### config.mk
export PLATFORM = sky130hd
export DESIGN_NAME = adder_arbiter
export DESIGN_NICKNAME = d
export VERILOG_FILES = /design/src/rtl/adder_arb_pkg.sv /design/src/rtl/adder_arbiter_rr.sv /design/src/rtl/full_adder_32.sv /design/src/rtl/adder_arbiter.sv
export SDC_FILE = /design/constraint.sdc
export NUM_CORES = 1
export LEC_CHECK = 0
export CAP_MARGIN = 20
export CORE_ASPECT_RATIO = 0.9
export CORE_MARGIN = 2
export CORE_UTILIZATION = 30
export CTS_BUF_LIST = sky130_fd_sc_hd__clkbuf_8 sky130_fd_sc_hd__clkbuf_16
export CTS_CLUSTER_DIAMETER = 30
export CTS_CLUSTER_SIZE = 8
export DETAILED_ROUTE_END_ITERATION = 16
export HOLD_SLACK_MARGIN = 0.15
export PLACE_DENSITY = 0.66
export SLEW_MARGIN = 20
export SYNTH_ARGS = -nofsm -noshare
export SYNTH_HDL_FRONTEND = slang
export SYNTH_HIERARCHICAL = 1
export SYNTH_SLANG_ARGS = --single-unit
### constraint.sdc
create_clock -name clk -period 5.35 [get_ports clk]
set_input_delay 1.07 -clock clk [delete_from_list [all_inputs] [get_ports clk]]
set_output_delay 1.07 -clock clk [all_outputs]
set_load 0.02 [all_outputs]
### src/rtl/adder_arb_pkg.sv
// Shared constants and the round-robin pick helper for the adder arbiter.
package adder_arb_pkg;

    localparam int ADD_W   = 32;
    localparam int MAX_REQ = 16;

    typedef struct packed {
        logic       found;
        logic [3:0] idx;
    } rr_pick_t;

    // Scans valid starting at ptr and wrapping at nreq; first asserted bit wins.
    function automatic rr_pick_t rr_pick(input logic [MAX_REQ-1:0] valid,
                                         input logic [3:0]         ptr,
                                         input int                 nreq);
        rr_pick_t r;
        int       j;
        r = '0;
        for (int k = 0; k < MAX_REQ; k++) begin
            j = int'(ptr) + k;
            if (j >= nreq) j = j - nreq;
            if (k < nreq && !r.found && valid[j[3:0]]) begin
                r.found = 1'b1;
                r.idx   = j[3:0];
            end
        end
        return r;
    endfunction

endpackage

### src/rtl/adder_arbiter_rr.sv
// Combinational rotate-priority encoder: picks the first valid requester at or after ptr.
module rr_arbiter
    import adder_arb_pkg::*;
#(
    parameter int NREQ = 4,
    parameter int IDW  = $clog2(NREQ)
) (
    input  logic [NREQ-1:0] valid,
    input  logic [IDW-1:0]  ptr,
    output logic            found,
    output logic [IDW-1:0]  idx
);

    rr_pick_t pick;

    always_comb begin
        pick  = rr_pick(MAX_REQ'(valid), 4'(ptr), NREQ);
        found = pick.found;
        idx   = IDW'(pick.idx);
    end

endmodule

### src/rtl/full_adder_32.sv
// 32-bit adder with carry-in and carry-out shared by all requesters.
module full_adder_32
    import adder_arb_pkg::*;
(
    input  logic [ADD_W-1:0] a,
    input  logic [ADD_W-1:0] b,
    input  logic             cin,
    output logic [ADD_W-1:0] sum,
    output logic             cout
);

    assign {cout, sum} = (ADD_W+1)'(a) + (ADD_W+1)'(b) + (ADD_W+1)'(cin);

endmodule

### src/rtl/adder_arbiter.sv
// Round-robin sharing of one full_adder_32 with multi-word carry chaining.
// Optional ADDER_ARB_OVF_EN adds a registered signed-overflow output rsp_ovf.
module adder_arbiter
    import adder_arb_pkg::*;
#(
    parameter int NREQ = 4,
    parameter int IDW  = $clog2(NREQ)
) (
    input  logic                  clk,
    input  logic                  rst_n,
    input  logic [NREQ-1:0]       req_valid,
    output logic [NREQ-1:0]       req_ready,
    input  logic [NREQ*ADD_W-1:0] req_a,
    input  logic [NREQ*ADD_W-1:0] req_b,
    input  logic [NREQ-1:0]       req_cin,
    input  logic [NREQ-1:0]       req_chain,
    output logic                  rsp_valid,
    input  logic                  rsp_ready,
    output logic [IDW-1:0]        rsp_id,
    output logic [ADD_W-1:0]      rsp_sum,
    output logic                  rsp_cout
`ifdef ADDER_ARB_OVF_EN
    ,
    output logic                  rsp_ovf
`endif
);

    localparam logic ST_FREE = 1'b0;
    localparam logic ST_LOCK = 1'b1;

    logic             state;
    logic [IDW-1:0]   owner;
    logic [IDW-1:0]   ptr;
    logic             carry_q;

    logic [NREQ-1:0]  elig;
    logic [IDW-1:0]   arb_ptr;
    logic             found;
    logic [IDW-1:0]   gidx;
    logic             accept;
    logic [IDW-1:0]   next_ptr;

    logic [ADD_W-1:0] op_a_p0;
    logic [ADD_W-1:0] op_b_p0;
    logic             op_cin_p0;
    logic             op_chain_p0;
    logic [ADD_W-1:0] sum_p0;
    logic             cout_p0;

    logic             vld_p1;
    logic [IDW-1:0]   id_p1;
    logic [ADD_W-1:0] sum_p1;
    logic             cout_p1;

    // While locked, only the owner can win, and the search starts at it.
    always_comb begin
        elig    = req_valid;
        arb_ptr = ptr;
        if (state == ST_LOCK) begin
            elig    = req_valid & (NREQ'(1) << owner);
            arb_ptr = owner;
        end
    end

    rr_arbiter #(.NREQ(NREQ), .IDW(IDW)) u_arb (
        .valid (elig),
        .ptr   (arb_ptr),
        .found (found),
        .idx   (gidx)
    );

    assign accept    = found && (!vld_p1 || rsp_ready);
    assign req_ready = accept ? (NREQ'(1) << gidx) : '0;
    assign next_ptr  = (gidx == IDW'(NREQ - 1)) ? '0 : gidx + 1'b1;

    // ---- p0: operand select and add ----
    assign op_a_p0     = req_a[ADD_W*gidx +: ADD_W];
    assign op_b_p0     = req_b[ADD_W*gidx +: ADD_W];
    assign op_cin_p0   = (state == ST_LOCK) ? carry_q : req_cin[gidx];
    assign op_chain_p0 = req_chain[gidx];

    full_adder_32 u_add (
        .a    (op_a_p0),
        .b    (op_b_p0),
        .cin  (op_cin_p0),
        .sum  (sum_p0),
        .cout (cout_p0)
    );

    // ---- p1: response register and lock state ----
    always_ff @(posedge clk or negedge rst_n) begin
        if (!rst_n) begin
            vld_p1  <= 1'b0;
            id_p1   <= '0;
            sum_p1  <= '0;
            cout_p1 <= 1'b0;
            state   <= ST_FREE;
            owner   <= '0;
            carry_q <= 1'b0;
            ptr     <= '0;
        end else if (accept) begin
            vld_p1  <= 1'b1;
            id_p1   <= gidx;
            sum_p1  <= sum_p0;
            cout_p1 <= cout_p0;
            carry_q <= cout_p0;
            ptr     <= next_ptr;
            state   <= op_chain_p0 ? ST_LOCK : ST_FREE;
            owner   <= gidx;
        end else if (rsp_ready) begin
            vld_p1  <= 1'b0;
        end
    end

    assign rsp_valid = vld_p1;
    assign rsp_id    = id_p1;
    assign rsp_sum   = sum_p1;
    assign rsp_cout  = cout_p1;

`ifdef ADDER_ARB_OVF_EN
    logic signed [ADD_W-1:0] sa_p0;
    logic signed [ADD_W-1:0] sb_p0;
    logic signed [ADD_W-1:0] ss_p0;
    logic                    ovf_p0;
    logic                    ovf_p1;

    assign sa_p0  = signed'(op_a_p0);
    assign sb_p0  = signed'(op_b_p0);
    assign ss_p0  = signed'(sum_p0);
    assign ovf_p0 = ((sa_p0 < 0) == (sb_p0 < 0)) && ((ss_p0 < 0) != (sa_p0 < 0));

    always_ff @(posedge clk or negedge rst_n) begin
        if (!rst_n)      ovf_p1 <= 1'b0;
        else if (accept) ovf_p1 <= ovf_p0;
    end

    assign rsp_ovf = ovf_p1;
`endif

endmodule

==> results of run 1 <==
==> cells in the final DEF, fill, tap and decap left out, types with 3 or more instances in the layout <==
cell type and instances:
sky130_fd_sc_hd__a21oi_1 32, sky130_fd_sc_hd__a21oi_2 3, sky130_fd_sc_hd__o21a_1 4, sky130_fd_sc_hd__nand2_2 3, sky130_fd_sc_hd__mux2_2 38, sky130_fd_sc_hd__a21o_1 15, sky130_fd_sc_hd__xnor2_1 14, sky130_fd_sc_hd__nand2_1 31
sky130_fd_sc_hd__o21ai_0 16, sky130_fd_sc_hd__clkdlybuf4s50_1 305, sky130_fd_sc_hd__clkbuf_16 6, sky130_fd_sc_hd__a21boi_4 3, sky130_fd_sc_hd__mux4_2 68, sky130_fd_sc_hd__and4_1 3, sky130_fd_sc_hd__nand4_1 7, sky130_fd_sc_hd__nand2b_1 4
sky130_fd_sc_hd__buf_4 119, sky130_fd_sc_hd__a211oi_1 3, sky130_fd_sc_hd__inv_1 8, sky130_fd_sc_hd__dfrtp_1 39, sky130_fd_sc_hd__o21ai_1 4, sky130_fd_sc_hd__nand3_1 9, sky130_fd_sc_hd__ha_1 36, sky130_fd_sc_hd__mux2_4 4
sky130_fd_sc_hd__buf_6 6, sky130_fd_sc_hd__and3_1 4, sky130_fd_sc_hd__xor2_1 14, sky130_fd_sc_hd__nor2_1 16, sky130_fd_sc_hd__buf_12 3
==> stage by stage <==
stage / cell area, um2 / TNS [ps] / setup WS, ps
after floorplan: 5380 / -1.35 / -1.35
after global placement: 9450 / -7940 / -564
after detailed placement: 9450 / -11310 / -714
after CTS: 9680 / 0 / 32.2
after global routing: 9890 / -419 / -95.5
final: 9890 / 0 / 34.5
==> sequential cells by signal, summed over array words and instances, names as in the netlist <==
register   cells
state          1
rsp_valid      1
carry_q        1
ptr            2
rsp_sum       32
owner          2
==> cell type report <==
cell class	count	area, um2	area share, %
repair buffers	437	4140	41.9
clock buffers	6	139	1.40
well taps	235	294	2.97
inverters	10	37.5	0.379
flip-flops and latches	39	976	9.86
clock inverters	2	35.0	0.354
multi-input cells	388	4270	43.2
==> timing repair <==
action                                  4_1_cts  5_1_grt
pin swaps                                    12       12
gates cloned                                  1        1
hold buffers                                  0        0
endpoints found under the setup margin       22       11
gates resized for setup                      19       26
setup buffers                                 2        8
==> cells by family after synthesis <==
kind of cell,count (synthesis)
AO/OA/AOI/OAI,116
multiplexers,111
AND/OR/NAND/NOR,92
adder cells (fa/ha/maj),41
flip-flops,39
buffers and inverters,36
XOR/XNOR,28
==> per-layer routing <==
| layer | vias to the layer above | track usage, % |
|---|---|---|
| met4 | 0 | 3.63 |
| met3 | 18 | 4.81 |
| met1 | 2796 | 22.8 |
| met2 | 208 | 39.1 |
| li1 | 2685 | - |
| met5 | - | 0 |
==> critical path: cells and delay by family <==
| family | cells | cell delay [ps] |
|---|---|---|
| AO/OA/AOI/OAI | 9 | 1560 |
| XOR/XNOR | 1 | 160 |
| adder cells (fa/ha/maj) | 2 | 710 |
| buffers and inverters | 3 | 400 |
| multiplexers | 4 | 1570 |
==> worst max path at each step <==
stage	from	end	slack (ps)	cells after the start
6_report	req_valid[1]	rsp_sum[16]$_DFFE_PN0P_	30	19
2_1_floorplan	req_valid[1]	carry_q$_DFFE_PN0P_	-1	17
4_1_cts	req_valid[1]	rsp_sum[20]$_DFFE_PN0P_	30	18
5_1_grt	req_valid[1]	rsp_sum[16]$_DFFE_PN0P_	-100	19
3_3_place_gp	req_valid[1]	rsp_sum[20]$_DFFE_PN0P_	-560	19
3_5_place_dp	req_valid[1]	rsp_sum[20]$_DFFE_PN0P_	-710	19
==> impl.org, run 1 <==
** Outcome
- Outcome :: finished, final reports clean

** Finish
- Layout Cells excl Fill :: 1,117
- The repair_antennas step left the layout with diodes totalling 0.
- Area added between synthesis and finish :: 87.5%
- Final cell utilization of the core :: 58.0%
- The filler cells instantiated in the layout total 1,466.
- Of the cells placed in the final design, the portion with a size suffix greater than 1 is 32.9%.
- After the last flow step, the layout net total stands at 1,193.

** Clocking
- Clock-pin slew on the worst setup and hold paths :: 60 ps
- The H-tree was split into 2 levels.
- The clock drives 39 sinks.
- CTS buffer count :: 5
- Clock tree root driver cell :: sky130_fd_sc_hd__clkbuf_16
- CTS tree :: yes
- The later pin in the worst-skew pair is clocked with a latency of 280 ps.
- Counting along the longest clock path gives a buffer depth of 2.

** Logic synthesis
- Xor/xnor cell area share of the yosys netlist :: 4.65%
- In this run the mean area of a mapped cell was 11.4 um2.
- Cell taking the most area after synthesis :: sky130_fd_sc_hd__mux4_2
- In the synthesized netlist the dominant register cell turns out to be sky130_fd_sc_hd__dfrtp_1.
- Share of synthesized area occupied by flip-flops and latches :: 18.5%
- By area, the combinational part of the netlist is dominated by multiplexers.
- Post-synthesis instance total :: 463
- Cell types occupying the most area after synthesis :: sky130_fd_sc_hd__mux4_2, sky130_fd_sc_hd__dfrtp_1, sky130_fd_sc_hd__ha_1
- Flip-flop and latch count after synthesis :: 39
- Share of synthesized area spent on multiplexers :: 38.5%
- Count of flip-flops with a built-in enable after synthesis :: 0
- After Yosys synthesis, full adders, half adders and majority gates account for 10.0% of the synthesized area.
- Counting instances in the post-synthesis netlist gives the leading cell types as sky130_fd_sc_hd__mux4_2, sky130_fd_sc_hd__mux2_2, sky130_fd_sc_hd__dfrtp_1, sky130_fd_sc_hd__ha_1, sky130_fd_sc_hd__a21oi_1.
- Library cells used by synthesis :: 61
- Most used standard cell by instance count after synthesis :: sky130_fd_sc_hd__mux4_2
- Synthesized netlist net count :: 775
- Of the post-synthesis cell area, the dominant cell type holds 29.0%.
- After synthesis, the share of flip-flops with an asynchronous set or reset is 100%.
- Post-synthesis compound-gate area fraction :: 15.0%
- Syn Std Cell Area :: 0.00528 mm2
- For this run, the number of Yosys warnings is 6.
- The synthesized netlist devotes 8.75% of its cell area to simple gates.

** GRT
- Initial antenna violation count :: 0
- Grt ovf :: 0
- Via count of the first global-routing pass :: 6,100
- The first global-routing pass estimated 29,800 um of wire.
- Global routing used 20.2% of the available tracks across all layers.
- Pin count of the biggest net entering global routing :: 40

** Timing
- For the finished layout, the period the worst path requires is 5320 ps.
- Period utilization :: 99.4%
- Hold is met by 505 ps.
- In this run the tightest slew margin relative to its limit is 33.9%.
- Static timing analysis puts the maximum clock frequency at 188 MHz.
- Worst clock skew :: 6.98 ps
- Transition time of the tightest slew-check pin :: 987 ps
- RSZ-0062 raised after global routing :: yes
- Count of final hold-check violations :: 0
- The final count of pins violating max slew came to 0.
- Setup violations remaining at the end of the flow were counted as 0.

** Critical path
- Setup slack, reg-to-reg :: 80 ps
- Sequence of cells on the critical path :: buf_6 > a21boi_4 > mux4_2 > o21a_1 > o21ai_4 > mux4_2 > mux2_4 > fa_2 > fa_2 > a211oi_2 > o21bai_2 > o2111ai_4 > buf_6 > a31oi_4 > a21boi_2 > buf_4 > o21bai_1 > xor2_1 > mux2_2
- The worst register-to-register path has a depth of 21.
- Critical Setup Path Class :: in2reg
- Required arrival time at the worst endpoint :: 5510 ps
- Element type at the critical path end :: flop
- End of the worst register-to-register path :: rsp_sum[16]$_DFFE_PN0P_
- In this design, the stage delay of the slowest critical-path cell is 520 ps.
- Cell with the biggest individual delay on the critical path :: sky130_fd_sc_hd__mux4_2
- Sort of element at the start of the critical path :: primary input
- STA puts the critical path data arrival time at 5480 ps.
- R2r startpoint :: state$_DFFE_PN0P_
- Worst-path fanout max :: 4

** Detailed routing
- Sum of met3 wire segment lengths after detailed routing :: 1340 um
- Dividing the detail-routed wire length by the instance count gives 18.0 um.
- The detailed router finished its first iteration with 209 violations.
- 1st-pass router iterations :: 4
- In this run the remaining antenna-violating nets after routing total 0.
- # DRC :: 0
- Number of vias per cell :: 5.11
- Total length of routed wires :: 20,100 um
- Routed length on met2 :: 10,800 um
- Highest layer used for signal routing :: met4
- Routed vias :: 5,707
- Routed metal-1 wirelength :: 7720 um

** Floorplanning
- Die area :: 0.0187 mm2
- Once the floorplan was initialized, standard cells occupied 30.9% of the core.
- In this run the count of I/O pins placed on the die edge is 311.
- Die width :: 144 um
- The region available for standard cell placement spans 0.0171 mm2.
- Die height :: 130 um
- Number of standard-cell rows in the floorplan :: 45

** Worst hold path
- Startpoint of the tightest hold check path :: rsp_sum[29]$_DFFE_PN0P_
- Hold path depth :: 1
- Endpoint, Worst Hold :: rsp_sum[29]$_DFFE_PN0P_
- The path class of the tightest hold or removal check is reg2reg.

** Placement
- Count of input and output buffers :: 310
- Inst Count DP :: 1,097
- Post-detail-place hpwl :: 16,900 um
- At the end of routability-driven placement, the weighted congestion stood at 0.918.

** Job
- Max cap viols :: 0
Power of run 1 is not shown: default switching activity piles up to over one toggle a cycle in this logic, so the estimate is an artifact.
==> run 2: changes to the inputs <==
ABC_AREA = 1   (was default)
GPL_TIMING_DRIVEN = 0   (was default)
PLACE_DENSITY = 0.62   (was 0.66)
TNS_END_PERCENT = 30   (was default)
==> run 2 against run 1 <==
Against the previous run:
- clock skew is 3.4 ps lower
- via count is 47% higher
- cell area is 0.40% higher
- hold slack worse by 25 ps
- synthesized cell count is 150% higher
- utilization is 9.9 points lower
==> impl.org, run 2 <==
** Finish
- Leading cell type in the layout, fill and taps excluded :: sky130_fd_sc_hd__nand2_1
- The final instance count without filler cells was 1,725 (+54%).
- The filler cell count in the final layout was 2,221 (+52%).
- Area added between synthesis and finish :: 58.5%
- The fraction of layout instances using a drive strength above 1 is 6.15% (-27 points).
- The flip-flop count of the largest register after layout is 32 (unchanged).
- Most used cells in the layout excluding fill and tap cells :: sky130_fd_sc_hd__nand2_1, sky130_fd_sc_hd__clkdlybuf4s50_1, sky130_fd_sc_hd__nor2_1
- Sequential cell area :: 976 um2 (unchanged)
- The area of combinational cells with multiple inputs is 0.00443 mm2 (+3.7%).
- The final-stage net count came to 1,775 (+49%).

** Logic synthesis
- The post-synthesis average cell area came to 5.47 um2 (-52%).
- Warnings from Yosys :: 6 (unchanged)
- The async set or reset register ratio after synthesis was 100% (unchanged).
- The netlist area before placement came to 0.00627 mm2 (+19%).
- Count of flip-flops with a built-in enable after synthesis :: 0 (unchanged)
- Top cell types by occurrence after synthesis :: sky130_fd_sc_hd__nand2_1, sky130_fd_sc_hd__nor2_1, sky130_fd_sc_hd__inv_1
- Share of synthesized area occupied by flip-flops and latches :: 15.6% (-2.9 points)
- The number of distinct library cell variants in the gate-level netlist after synthesis came to 33 (-46%).
- Cell taking the most area after synthesis :: sky130_fd_sc_hd__nand2_1
- Cell types occupying the most area after synthesis :: sky130_fd_sc_hd__nand2_1, sky130_fd_sc_hd__dfrtp_1, sky130_fd_sc_hd__nor2_1
- Most used standard cell by instance count after synthesis :: sky130_fd_sc_hd__nand2_1
- Synth Flop Type :: sky130_fd_sc_hd__dfrtp_1
- The synthesized net count came to 1,457 (+88%).
- Fraction of synthesized cell area taken by the top area cell type :: 22.5% (-6.5 points)
- Flip-flop and latch count after synthesis :: 39 (unchanged)
- The number of instances in the synthesized netlist is 1,145 (+150%).

** Detailed routing
- Antenna Nets Post-Route :: 0 (unchanged)
- Number of vias per cell :: 4.87 (-4.6%)
- The first-pass detailed-route iteration total was 5 (+1).
- Total length of routed wires :: 29,600 um (+48%)
- Routed wire per std cell :: 17.2 um (-4.3%)
- # DRC :: 0 (unchanged)
- The number of design-rule violations left by the first detailed-router iteration is 441 (+110%).
- The count of vias placed by the detailed router came to 8,407 (+47%).

** Placement
- Inst Count DP :: 1,716 (+56%)
- Final weighted congestion in routability-driven placement :: 0.953 (+3.8%)
- Post-detail-place hpwl :: 25,600 um (+52%)
- The quantity of I/O buffers inserted on ports was 310 (unchanged).

** Floorplanning
- The number of placement rows was 50 (+11%).
- Die area :: 0.0221 mm2 (+18%)
- Die height :: 141 um (+8.7%)
- The starting density of the core was 30.4% (-0.57 points).
- Core area :: 0.0206 mm2 (+21%)
- Top-Level Pins :: 311 (unchanged)
- The die outline width is 156 um (+8.7%).

** Timing
- The worst relative slew slack is 65.9% (+32 points).
- The post-route minimum period came to 5020 ps (-297 ps).
- RSZ-0062 raised after global routing :: no
- Worst hold-check slack :: 480 ps (-25.1 ps)
- Highest clock frequency the design can meet :: 199 MHz (+5.9%)
- Final setup viols :: 0 (unchanged)
- Transition time of the tightest slew-check pin :: 511 ps (-477 ps)
- Final Max Slew Viols :: 0 (unchanged)
- Worst clock skew :: 3.55 ps (-3.43 ps)
- The final critical-path share of the clock period is 93.8% (-5.6 points).
- The final hold violation count came to 0 (unchanged).

** Critical path
- On the critical path, the stage with the largest delay is an instance of sky130_fd_sc_hd__clkdlybuf4s50_1.
- The arrival time of data at the critical path endpoint came to 3950 ps (-1530 ps).
- The critical-path maximum fanout is 11 (+7).
- Sequence of cells on the critical path :: clkdlybuf4s50_1 > nand2_1 > nor2_1 > inv_1 > nand2_2 > nand3_2 > nand2_2 > inv_2 > nand3_1 > nand2_1 > nor2_1 > nand2_2 > buf_6 > inv_6 > clkbuf_4 > ha_1 > inv_1 > nor2_1 > clkdlybuf4s50_1
- The critical path is of the in2out type.
- The largest incremental delay on the critical path was 620 ps (+100 ps).
- The setup slack of the most critical reg-to-reg path came to 490 ps (+410 ps).
- Element type at the critical path end :: primary output
- The worst path required time came to 4280 ps (-1230 ps).
- Sort of element at the start of the critical path :: primary input

** GRT
- The global-route wire length before repair was 45,800 um (+54%).
- The number of antenna violations at the first check in global routing was 0 (unchanged).
- The number of global-route vias before repair was 8,517 (+40%).
- Pin count of the biggest net entering global routing :: 24 (-40%)
- The global routing usage summed across all routing layers was 27.0% (+6.7 points).
- Grt ovf :: 0 (unchanged)

** Clocking
- TritonCTS built the clock tree.
- The CTS buffer count came to 5 (unchanged).
- The clock sink total came to 39 (unchanged).
- Clock tree root driver cell :: sky130_fd_sc_hd__clkbuf_16
- Skew-Pair Late Insertion Delay :: 280 ps (about the same)
- Max H-tree Level :: 2 (unchanged)
- The post-CTS setup buffer count is 0 (-2).
- The buffer depth of the longest clock path was 2 (unchanged).
- The clock-pin slew reported for the worst setup and hold paths after clock tree synthesis was 60 ps (about the same).

** Job
- The max-capacitance violation count was 0 (unchanged).

** Outcome
- Outcome :: finished, final reports clean

** Worst hold path
- The worst hold path belongs to the class reg2reg.
run 2: routing by layer:
metal | vias up | part of all wire (%) | GRT usage (%)
met5 | - | 0 | 0
met4 | 0 | 4.3 | 11.2
met3 | 60 | 7.1 | 6.52
met2 | 311 | 46 | 45.1
met1 | 3756 | 43 | 33.1
li1 | 4280 | - | -
run 2: worst paths after layout:
check | from | end | depth (start not counted)
setup reg to reg | state$_DFFE_PN0P_ | rsp_sum[24]$_DFFE_PN0P_ | 28
max in group asynchronous | rst_n | rsp_sum[19]$_DFFE_PN0P_ | 2
min in group asynchronous | rst_n | rsp_sum[1]$_DFFE_PN0P_ | 1
hold reg to reg | rsp_sum[16]$_DFFE_PN0P_ | rsp_sum[16]$_DFFE_PN0P_ | 2
hold / removal | rsp_sum[16]$_DFFE_PN0P_ | rsp_sum[16]$_DFFE_PN0P_ | 2
setup / recovery | req_valid[1] | req_ready[2] | 19
run 2: area by class of cell:
type,instances,share of cell area [%]
Antenna cell,1,0.0252
Buffer,51,3.33
Clock buffer,6,1.40
Clock inverter,2,0.353
Inverter,148,5.72
Multi-Input combinational cell,907,44.6
Sequential cell,39,9.82
Tap cell,260,3.27
Timing Repair Buffer,311,31.5
run 2: what timing repair did:
item                       CTS  global route
resized for setup            3            18
hold buffers                 0             0
setup endpoints to repair    8            27
run 2: cell families after synthesis:
kind of cell    synth area share, %
simple gates                   40.7
compound gates                 19.0
fa+ha+maj                      8.42
flops                          15.6
xor+xnor                       2.10
buf+inv                        14.2
run 2: stage by stage:
stage               setup TNS, ps  utilization (%)  worst slack [ps]  area (um2)
CTS                             0             48.0              29.7        9900
global placement            -4040             47.0              -370        9700
floorplan                       0                -               929        6270
detailed placement          -4100             47.1              -377        9720
finish                          0             48.1               332        9930
global route                    0             48.1              30.1        9930
run 2: critical path: cells and delay by family:
family	cells	cell delay [ps]
buffers and inverters	8	1760
adders and majority gates	1	170
and+or+nand+nor	10	950
Power of run 2 is left out for the same reason.
==> run 3: changes to the inputs <==
SLEW_MARGIN = default   (was 20)
==> run 3 against run 2 <==
Against the previous run:
- critical path depth unchanged
- clock skew up 1.1 ps
- first-iteration DRC count rose by 17%
- register-to-register slack worse by 30 ps
- clock-buffer cell count shrank 1
- hold slack worse by 0.60 ps
- sequential share of layout area about the same
==> impl.org, run 3 (same netlist as run 2, synthesis figures left out) <==
** Outcome
- Outcome :: finished, final reports clean

** Placement
- Setup slack at placement :: -376 ps (+1.07 ps)
- The final HPWL from detailed placement was 25,500 um (-0.22%).
- Count of input and output buffers :: 310 (unchanged)
- Final weighted congestion in routability-driven placement :: 0.953 (unchanged)

** Clocking
- Buffer levels on the longest clock path :: 2 (unchanged)
- The count of H-tree levels built during CTS was 2 (unchanged).
- In this run the clock root is driven by a sky130_fd_sc_hd__clkbuf_16.
- CTS tree :: yes
- The CTS buffer count was 5 (unchanged).
- Skew-Pair Late Insertion Delay :: 280 ps (about the same)
- Number of cells upsized or downsized after cts :: 2 (-1)
- Hold_buf cts :: 0 (unchanged)
- Postcts setup bufs :: 0 (unchanged)
- Clock-pin slew on the worst setup and hold paths :: 50 ps (about the same)
- The clock sink total was 39 (unchanged).

** Finish
- Net count, final :: 1,775 (unchanged)
- Largest register FFs :: 32 (unchanged)
- Antenna diodes :: 0 (-1)
- The filler cell count in the final layout came to 2,262 (+1.8%).
- The fraction of layout instances using a drive strength above 1 came to 6.01% (-0.14 points).
- The top cell types in the final layout, fill and taps aside, are sky130_fd_sc_hd__nand2_1, sky130_fd_sc_hd__clkdlybuf4s50_1, sky130_fd_sc_hd__nor2_1.
- Leading cell type in the layout, fill and taps excluded :: sky130_fd_sc_hd__nand2_1
- The area growth from synthesis to layout is 57.9%.

** Critical path
- Critical Setup Path Class :: in2out
- The worst setup path is captured at a primary output.
- The worst path required time came to 4280 ps (about the same).
- The worst setup path is launched from a primary input.
- The critical-path maximum fanout is 11 (unchanged).
- The arrival time of data at the critical path endpoint was 4030 ps (+80 ps).

** Timing
- The aggregate negative setup slack was 0 ps (unchanged).
- Worst hold-check slack :: 479 ps (-0.604 ps)
- The final number of setup-violating endpoints came to 0 (unchanged).
- The post-route minimum period was 5100 ps (+80.7 ps).
- Period utilization :: 95.3% (+1.5 points)
- RSZ-0062 raised after global routing :: no
- Worst clock skew :: 4.60 ps (+1.05 ps)
- Transition time of the tightest slew-check pin :: 457 ps (-53.8 ps)
- Worst-case headroom to the max-slew limit :: 69.5% (+3.6 points)
- The final worst slack is 251 ps (-80.7 ps).
- Highest clock frequency the design can meet :: 196 MHz (-1.6%)
- The final hold violation count is 0 (unchanged).
- The final count of pins violating max slew came to 0 (unchanged).

** GRT
- The global-route wire length before repair is 45,900 um (+0.15%).
- The met3 usage in global routing is 6.46% (-0.061 points).
- The number of antenna violations at the first check in global routing is 0 (unchanged).
- Pin count of the biggest net entering global routing :: 39 (+63%)
- met2 is the most crowded layer.
- The met1 routing resource usage after global routing was 33.2% (+0.069 points).
- The total global routing overflow was 0 (unchanged).
- Via count of the first global-routing pass :: 8,527 (+0.12%)
- Global-route total usage across every layer :: 26.9% (about the same)
- Met2 Use GR :: 46.6% (+1.4 points)

** Floorplanning
- The boundary pin count was 311 (unchanged).
- The full die area is 0.0221 mm2 (unchanged).
- The vertical die dimension was 141 um (unchanged).
- The die outline width is 156 um (unchanged).
- Effective utilization at floorplan :: 30.4% (unchanged)
- Number of standard-cell rows in the floorplan :: 50 (unchanged)
- The standard cell core area is 0.0206 mm2 (unchanged).

** Detailed routing
- Number of design-rule violations left by the first detailed-router iteration :: 518 (+17%)
- Total length of routed wires :: 29,800 um (+0.47%)
- # DRC :: 0 (unchanged)
- The post-detailed-route wirelength per cell was 17.3 um (+0.53%).
- Number of vias per cell :: 4.93 (+1.1%)
- The first-pass detailed-route iteration total was 7 (+2).
- The antenna violation net count after detailed routing is 0 (unchanged).
- The count of vias placed by the detailed router came to 8,493 (+1.0%).

** Worst hold path
- The worst hold path belongs to the class reg2reg.

** Job
- Max cap viols :: 0 (unchanged)
## run 3: changes by cell type in the layout (fill, tap and decap cells not counted)
| cell | delta |
|---|---|
| sky130_fd_sc_hd__diode_2 | -1 |
| sky130_fd_sc_hd__buf_16 | -1 |
| sky130_fd_sc_hd__nand2_2 | -2 |
| sky130_fd_sc_hd__bufinv_16 | -1 |
| sky130_fd_sc_hd__buf_12 | +1 |
| sky130_fd_sc_hd__o22ai_1 | -2 |
| sky130_fd_sc_hd__inv_1 | +2 |
| sky130_fd_sc_hd__o22ai_2 | +2 |
| sky130_fd_sc_hd__nand2_1 | +2 |
| sky130_fd_sc_hd__clkbuf_8 | -1 |
## run 3: routing by layer
| layer | vias up | part of all wire, % |
|---|---|---|
| met5 | - | 0 |
| met4 | 0 | 3.0 |
| met2 | 335 | 47 |
| met1 | 3824 | 43 |
| met3 | 54 | 7.1 |
| li1 | 4280 | - |
## run 3: path summary, 6_finish.rpt
check / startpoint / to / slack (ps) / cells after the start
max: req_valid[1] / req_ready[2] / 250 / 19
min: rsp_sum[16]$_DFFE_PN0P_ / rsp_sum[16]$_DFFE_PN0P_ / 480 / 2
max reg2reg: state$_DFFE_PN0P_ / rsp_sum[28]$_DFFE_PN0P_ / 460 / 31
min reg2reg: rsp_sum[16]$_DFFE_PN0P_ / rsp_sum[16]$_DFFE_PN0P_ / 480 / 2
max in group asynchronous: rst_n / rsp_sum[19]$_DFFE_PN0P_ / 4380 / 2
min in group asynchronous: rst_n / rsp_sum[1]$_DFFE_PN0P_ / 570 / 1
## run 3: metrics by stage
stage          std cells  utilization, %  area (um2)
3_5_place_dp        1716            47.0        9710
5_1_grt             1724            47.9        9890
6_report            1724            47.9        9890
3_3_place_gp        1715            47.0        9700
2_1_floorplan       1145               -        6270
4_1_cts             1724            47.7        9860
## run 3: cell type report
type / count / area (um2) / share of cell area (%)
clock buffer: 5 / 125 / 1.26
sequential: 39 / 976 / 9.86
buffer: 51 / 330 / 3.34
inverter: 148 / 568 / 5.74
timing repair buffer: 311 / 3120 / 31.6
clock inverter: 3 / 12.5 / 0.126
tap: 260 / 325 / 3.29
multi-input combinational: 907 / 4430 / 44.8
## run 3: worst max-delay path, cell delays in order
cell and delay [ps]:
sky130_fd_sc_hd__clkdlybuf4s50_1 470, sky130_fd_sc_hd__nand2_1 60, sky130_fd_sc_hd__nor2_1 190, sky130_fd_sc_hd__inv_1 80, sky130_fd_sc_hd__nand2_2 90, sky130_fd_sc_hd__nand3_2 80, sky130_fd_sc_hd__nand2_2 90, sky130_fd_sc_hd__inv_2 50
sky130_fd_sc_hd__nand3_1 70, sky130_fd_sc_hd__nand2_1 50, sky130_fd_sc_hd__nor2_1 90, sky130_fd_sc_hd__nand2_1 140, sky130_fd_sc_hd__buf_6 190, sky130_fd_sc_hd__inv_6 100, sky130_fd_sc_hd__clkbuf_4 260, sky130_fd_sc_hd__ha_1 170
sky130_fd_sc_hd__inv_1 40, sky130_fd_sc_hd__nor2_1 100, sky130_fd_sc_hd__clkdlybuf4s50_1 630
Power of run 3 is left out for the same reason.
